[src/rtl/pmc_dump_controller.sv]
// Performance-counter dump sequencer: freezes the bank, walks every counter and writes each
// value to BASE_ADDR + 4*idx. Define PMC_DUMP_CHECKSUM_EN to append an XOR checksum word.
module pmc_dump_controller #(
    parameter int unsigned NUM_COUNTERS = 26,
    parameter int unsigned IDX_W        = 5,
    parameter logic [31:0] BASE_ADDR    = 32'h0000_0400,
    parameter int unsigned ACK_TIMEOUT  = 255
) (
    input  logic             clk_i,
    input  logic             rst_ni,
    input  logic             start_i,
    output logic [IDX_W-1:0] cnt_sel_o,
    input  logic [31:0]      cnt_value_i,
    output logic             freeze_o,
    output logic             mem_req_o,
    output logic [31:0]      mem_addr_o,
    output logic [31:0]      mem_wdata_o,
    input  logic             mem_ack_i,
    output logic             busy_o,
    output logic             done_o,
    output logic             error_o
);

    // Timer counts completed no-ack cycles; it only needs to reach ACK_TIMEOUT-1.
    localparam int unsigned     TMR_W    = (ACK_TIMEOUT > 1) ? $clog2(ACK_TIMEOUT) : 1;
    localparam logic [TMR_W-1:0] TMR_LAST = TMR_W'(ACK_TIMEOUT - 1);
    localparam logic [IDX_W-1:0] LAST_IDX = IDX_W'(NUM_COUNTERS - 1);

    typedef enum logic [2:0] {
        StIdle,
        StSelect,
        StCapture,
        StWrite,
`ifdef PMC_DUMP_CHECKSUM_EN
        StCksum,
`endif
        StDone
    } state_e;

    state_e           state_q;
    logic [IDX_W-1:0] idx_q;
    logic [TMR_W-1:0] timer_q;
    logic             freeze_q;
    logic             mem_req_q;
    logic [31:0]      mem_addr_q;
    logic [31:0]      mem_wdata_q;
    logic             busy_q;
    logic             done_q;
    logic             error_q;
`ifdef PMC_DUMP_CHECKSUM_EN
    logic [31:0]      cksum_q;
`endif

    always_ff @(posedge clk_i or negedge rst_ni) begin
        if (!rst_ni) begin
            state_q     <= StIdle;
            idx_q       <= '0;
            timer_q     <= '0;
            freeze_q    <= 1'b0;
            mem_req_q   <= 1'b0;
            mem_addr_q  <= '0;
            mem_wdata_q <= '0;
            busy_q      <= 1'b0;
            done_q      <= 1'b0;
            error_q     <= 1'b0;
`ifdef PMC_DUMP_CHECKSUM_EN
            cksum_q     <= '0;
`endif
        end else begin
            done_q <= 1'b0;
            case (state_q)
                StIdle: begin
                    if (start_i) begin
                        state_q  <= StSelect;
                        idx_q    <= '0;
                        error_q  <= 1'b0;
                        busy_q   <= 1'b1;
                        freeze_q <= 1'b1;
`ifdef PMC_DUMP_CHECKSUM_EN
                        cksum_q  <= '0;
`endif
                    end
                end

                // cnt_sel already equals idx here; this cycle lets the bank mux settle.
                StSelect: begin
                    state_q <= StCapture;
                end

                StCapture: begin
                    state_q     <= StWrite;
                    timer_q     <= '0;
                    mem_req_q   <= 1'b1;
                    mem_addr_q  <= BASE_ADDR + (32'(idx_q) << 2);
                    mem_wdata_q <= cnt_value_i;
`ifdef PMC_DUMP_CHECKSUM_EN
                    cksum_q     <= cksum_q ^ cnt_value_i;
`endif
                end

                StWrite: begin
                    if (mem_ack_i) begin
                        if (idx_q == LAST_IDX) begin
`ifdef PMC_DUMP_CHECKSUM_EN
                            state_q     <= StCksum;
                            timer_q     <= '0;
                            mem_addr_q  <= BASE_ADDR + (32'(NUM_COUNTERS) << 2);
                            mem_wdata_q <= cksum_q;
`else
                            state_q   <= StDone;
                            mem_req_q <= 1'b0;
                            done_q    <= 1'b1;
`endif
                        end else begin
                            state_q   <= StSelect;
                            mem_req_q <= 1'b0;
                            idx_q     <= idx_q + IDX_W'(1);
                        end
                    end else if (timer_q == TMR_LAST) begin
                        state_q   <= StDone;
                        mem_req_q <= 1'b0;
                        done_q    <= 1'b1;
                        error_q   <= 1'b1;
                    end else begin
                        timer_q <= timer_q + TMR_W'(1);
                    end
                end

`ifdef PMC_DUMP_CHECKSUM_EN
                StCksum: begin
                    if (mem_ack_i) begin
                        state_q   <= StDone;
                        mem_req_q <= 1'b0;
                        done_q    <= 1'b1;
                    end else if (timer_q == TMR_LAST) begin
                        state_q   <= StDone;
                        mem_req_q <= 1'b0;
                        done_q    <= 1'b1;
                        error_q   <= 1'b1;
                    end else begin
                        timer_q <= timer_q + TMR_W'(1);
                    end
                end
`endif

                StDone: begin
                    state_q  <= StIdle;
                    busy_q   <= 1'b0;
                    freeze_q <= 1'b0;
                end

                default: begin
                    state_q   <= StIdle;
                    mem_req_q <= 1'b0;
                    busy_q    <= 1'b0;
                    freeze_q  <= 1'b0;
                end
            endcase
        end
    end

    assign cnt_sel_o   = idx_q;
    assign freeze_o    = freeze_q;
    assign mem_req_o   = mem_req_q;
    assign mem_addr_o  = mem_addr_q;
    assign mem_wdata_o = mem_wdata_q;
    assign busy_o      = busy_q;
    assign done_o      = done_q;
    assign error_o     = error_q;

endmodule

[config.mk]
export PLATFORM = sky130hd
export DESIGN_NAME = pmc_dump_controller
export DESIGN_NICKNAME = d
export VERILOG_FILES = /design/src/rtl/pmc_dump_controller.sv
export SDC_FILE = /design/constraint.sdc
export NUM_CORES = 1
export LEC_CHECK = 0
export CORE_MARGIN = 2
export CORE_UTILIZATION = 30
export CTS_CLUSTER_DIAMETER = 80
export DETAILED_ROUTE_END_ITERATION = 8
export PLACE_DENSITY = 0.64
export SYNTH_ARGS = -nofsm -noshare
export SYNTH_HDL_FRONTEND = slang
export SYNTH_SLANG_ARGS = --single-unit
[constraint.sdc]
create_clock -name clk_i -period 3.9 [get_ports clk_i]
set_clock_uncertainty 0.1 [all_clocks]
set_input_delay 0.39 -clock clk_i [delete_from_list [all_inputs] [get_ports clk_i]]
set_output_delay 0.39 -clock clk_i [all_outputs]
set_load 0.03 [all_outputs]
=== Word-level counts from Yosys, hierarchy flattened ===
Cells that the tools add are included.

* Mux-type cells: 25
* Add/sub/neg operators: 3
* Equality and inequality tests: 13
* Bitwise operators: 2
* Reduce and logical (&&, ||, !) cells: 11

{| class="wikitable"
|+ Operators with widths
! kind !! count
|-
| 8-bit 2-to-1 mux || 2
|-
| 8-bit case mux with 2 select lines || 1
|-
| 5-bit 2-to-1 mux || 3
|-
| 11-bit by 7-bit adder with 12-bit output (first input constant) || 1
|-
| 3-bit 2-to-1 mux || 4
|-
| 2-bit != test (second input constant) || 6
|-
| 3-bit case mux with 4 select lines || 1
|-
| 1-bit 2-to-1 mux || 10
|-
| 5-bit case mux with 2 select lines || 1
|-
| 8-bit by 1-bit adder with 8-bit output (second input constant) || 1
|-
| 8-bit == test (second input constant) || 1
|-
| 4-bit AND reduction || 2
|-
| 3-bit by 2-bit == test with 1-bit output (second input constant) || 2
|-
| 2-bit AND reduction || 3
|-
| 3-bit OR reduction || 2
|-
| 5-bit by 1-bit adder with 5-bit output (second input constant) || 1
|-
| 5-bit == test (second input constant) || 1
|-
| 1-bit case mux with 2 select lines || 2
|-
| 2-bit nonzero test || 2
|-
| 3-bit by 1-bit == test with 1-bit output (second input constant) || 1
|-
| 3-bit == test (second input constant) || 1
|-
| 3-bit logical NOT || 1
|-
| 3-bit != test (second input constant) || 1
|-
| 1-bit case mux with 3 select lines || 1
|-
| 2 further kinds || 3
|}

* Register bits: 84
* Logic and storage cells: 63
* Input bits: 36

=== Longest topological paths before layout ===
* Word-level depth: 4
* Depth in mapped cells: 6
* Gate-level depth less buffers: 6

=== Worst setup path before layout ===
No wires, ideal clock.

* Path type: register -> register
* Start: reg idx_q[1], in the netlist cnt_sel_o[1]
* End: reg idx_q[4], in the netlist cnt_sel_o[4]
* Stages on the path, launching flop included: 7
* Data required time: 3731 ps
* Library setup time: 69 ps
* Setup slack: 2100 ps
* Data arrival time: 1631 ps
* Period minus slack after synthesis: 1800 ps
* Cells stage by stage: dfrtp_1 > inv_1 > ha_1 > nand4b_1 > a31oi_4 > or4_1 > nand3_1

* Longest elaborated chain between the ends: 4
* Elaborated cells between the ends (all ways): 7

{| class="wikitable"
|+ RTL lines
! item !! line !! RTL
|-
| start, declared || 41 || <nowiki>logic [IDX_W-1:0] idx_q;</nowiki>
|-
| start signal, assigned || 117 || <nowiki>idx_q <= idx_q + IDX_W'(1);</nowiki>
|-
| 5-bit by 1-bit adder with 5-bit output || 117 ||
|-
| 5-bit 2-to-1 mux || 103 || <nowiki>if (idx_q == LAST_IDX) begin</nowiki>
|-
| 5-bit 2-to-1 mux || 102 || <nowiki>if (mem_ack_i) begin</nowiki>
|-
| 5-bit case mux with 2 select lines || 71 || <nowiki>case (state_q)</nowiki>
|}

Parallel ways exist; a longest one is shown, timed or not. The select of a mux whose other input is x is not followed.
A chain may end at the register's enable or synchronous reset.

=== Worst setup path after layout ===
* Start: reg state_q[2]
* End: reg mem_wdata_q[12], in the netlist mem_wdata_o[12]

* Longest elaborated chain between the ends: 1

{| class="wikitable"
|+ RTL lines
! item !! line !! RTL
|-
| start, declared || 40 || <nowiki>state_e state_q;</nowiki>
|-
| start signal, assigned || 56 || <nowiki>state_q <= StIdle;</nowiki>
|-
| start signal, assigned || 74 || <nowiki>state_q <= StSelect;</nowiki>
|-
| start signal, assigned || 87 || <nowiki>state_q <= StCapture;</nowiki>
|-
| 3-bit by 2-bit == test with 1-bit output || 71 ||
|-
| end signal, assigned || 95 || <nowiki>mem_wdata_q <= cnt_value_i;</nowiki>
|-
| end, declared || 46 || <nowiki>logic [31:0] mem_wdata_q;</nowiki>
|}

No other way between the ends.

==> results.yml <==
floorplanning:
  fp.dieW_um: 100
  die_y_um: 100
  core_area_mm2: 0.00906
  die_area_mm2: 0.00999
  row_count: 35
  start_util_pct: 30.5
  io_pins: 110
pwr:
  internal_power_mw: 1.99
  swShare_pct: 40.9
  ir_drop_mv: 0.362
  p_leak_nw: 1.62
  sequentialPowerShare_pct: 32.2
  pwr-share-comb_pct: 49.2
  power.density_mw_per_mm2: 887
  power_mw: 3.37
  p_clk_share_pct: 18.5
  p_sw_mw: 1.38
run_status:
  outcome: "finished, final reports clean"
global_routing:
  grt_pass1_vias: 1854
  grt_overflow: 0
  grt_pass1_wl_mm: 9.25
  antenna_found_initial: 0
  grt_max_degree: 39
  grt_usage_pct: 12.0
sta:
  slew_headroom_pct: 25.8
  setup_violations: 0
  fin_ws_ps: 1330
  fmax_mhz: 389
  hold_slack_ps: 39.0
  finalCriticalPeriod_ps: 2570
  timing.setup.tns_ps: 0
  rsz0062_at_grt: "no"
  maxSlewViolCount: 0
  worstMarginPinSlew_ps: 1110
  fin_crit_sh_pct: 66.0
  hold_violations: 0
placed_design:
  dp_cells: 412
  place_congestion: 0.781
  dp_hpwl_mm: 4.08
  io_buffers: 83
  preCtsSetupSlack_ps: 1330
  dpl-instance-area_mm2: 0.00358
flow_run:
  cap_viol_max_count: 0
cts:
  cts_buffers: 9
  clock_tree.buffer_depth: 2
  cts_tree: "yes"
  cts_setup_buffers: 0
  clkLatencyLatePin_ps: 340
  cts.reportedPaths.clkPinSlew_ps: 70
  cts-root-buf: "clkbuf_8"
  clock-sinks: 58
  h-tree-depth: 3
  cts_resized: 0
  hold_buffers: 0
finish:
  mostFrequentLayoutCells: "82 x clkdlybuf4s50_1, 58 x dfrtp_1, 39 x mux2_2"
  final_area_mm2: 0.00380
  seq_area_mm2: 0.00145
  final_common_cell: "clkdlybuf4s50_1"
  stdcell_count: 428
  drive_gt1_share_pct: 19.9
  area_growth_pct: 37.7
  finish.utilization_pct: 42.0
  antenna_cells: 0
  multi_input_area_mm2: 0.00113
  nFillCells: 881
  fin_nets: 352
setup_path:
  critPathArrivalTime_ps: 2690
  path_cells: "nand2b_1 > nor2_4 > mux2_2"
  crit_path_end_kind: "flip-flop"
  max_stage_delay_ps: 960
  crit_path_start_kind: "flip-flop"
  crit_fanout: 38
  crit_type: "reg2reg"
  crit_required_ps: 4020
  crit_slowest_cell: "nor2_4"
synthesis:
  postSynthCellCount: 228
  synthFlopType: "dfrtp_1"
  netlist_area_mm2: 0.00276
  synth-adder-area-share_pct: 1.81
  synthMuxAreaShare_pct: 15.9
  ys_seq_area_share_pct: 52.5
  ys_ff_latch: 58
  async_reset_ff_share_pct: 100
  synth_top_family_by_area: "multiplexers"
  synth-xor-area-share_pct: 0.634
  avgSynthCellArea_um2: 12.1
  synth_cell_type_count: 41
  yosys.area_share.simple_pct: 11.4
  synth_edf_count: 0
  synth_warnings: 0
  synth_compound_area_share_pct: 7.43
drt:
  ant_nets: 0
  drt_iter0_drc: 85
  drtPass1Iterations: 4
  wire_per_inst_um: 13.5
  routed_wl_mm: 5.79
  viasPerCell: 4.58
  drc: 0
  routed-via-count: 1962
worst_hold_path:
  hold_path.class: "in2async"
-- layer usage --
metal  routed length (um)  vias to the layer above  track usage [%]  part of all wire [%]
li1                     -                      929                -                     -
met1                 2620                      949             15.3                    45
met4                   69                        0             5.06                   1.2
met5                    0                        -                0                     0
met3                  384                        7             3.90                   6.6
met2                 2720                       77             18.6                    47
-- synth_stat cells (all sizes together) (3+ instances only) --
master	n	area share, %
a21oi	9	1.6
inv	6	0.82
nand3	7	1.3
buf	35	9.2
nand4	5	1.1
nand3b	3	0.82
a31oi	3	1.2
mux2	39	16
dfrtp	58	53
ha	4	1.8
nand2	7	0.95
nor3	3	0.54
nor2	13	1.8
and3	3	0.68
-- cell families after synthesis --
logic type / Yosys count
xor gates and xnor gates: 2
buffers and inverters: 42
AOI/OAI and AO/OA: 27
adders and majority gates: 4
and+or+nand+nor: 55
other: 1
DFF: 58
muxes: 39
-- flip-flops by register name, indices dropped and copies added, names as in the netlist --
name         flops
mem_wdata_o     32
timer_q          8
mem_addr_o       6
cnt_sel_o        5
state_q          3
busy_o           1
done_o           1
error_o          1
mem_req_o        1
-- power by group through the flow --
stage	Combinational (mW)	Clock, mW	Sequential (mW)
4_1_cts	1.68	0.651	1.09
2_1_floorplan	0.648	0	1.51
3_3_place_gp	1.65	0	1.09
3_5_place_dp	1.68	0	1.10
5_1_grt	1.77	0.679	1.14
6_report	1.66	0.625	1.09
-- area by class of cell --
cell class / instances / area share [%]
clock buffer: 9 / 3.26
tap: 111 / 3.65
multi-input combinational: 153 / 29.8
timing repair buffer: 84 / 21.9
clock inverter: 7 / 2.66
sequential: 58 / 38.2
inverter: 6 / 0.592
-- critical path: cells and delay by family, from the launching register on --
kind | cells | cell delay, ps
mux | 1 | 430
flops | 1 | 480
simple gates | 2 | 1410
-- path summary, 6_finish.rpt --
check | from | endpoint | slack (ps) | depth (start not counted)
max in group asynchronous | rst_ni | mem_wdata_o[14]$_DFFE_PN0P_ | 2860 | 2
min in group clk_i | mem_addr_o[10]$_DFFE_PN0P_ | mem_addr_o[10]$_DFFE_PN0P_ | 370 | 1
worst max-delay path | state_q[2]$_DFFE_PN0P_ | mem_wdata_o[12]$_DFFE_PN0P_ | 1330 | 3
worst max register to register | state_q[2]$_DFFE_PN0P_ | mem_wdata_o[12]$_DFFE_PN0P_ | 1330 | 3
worst min register to register | mem_addr_o[10]$_DFFE_PN0P_ | mem_addr_o[10]$_DFFE_PN0P_ | 370 | 1
worst min-delay path | rst_ni | state_q[1]$_DFFE_PN0P_ | 40 | 1
No activity file was read; power rests on OpenSTA's default activity.
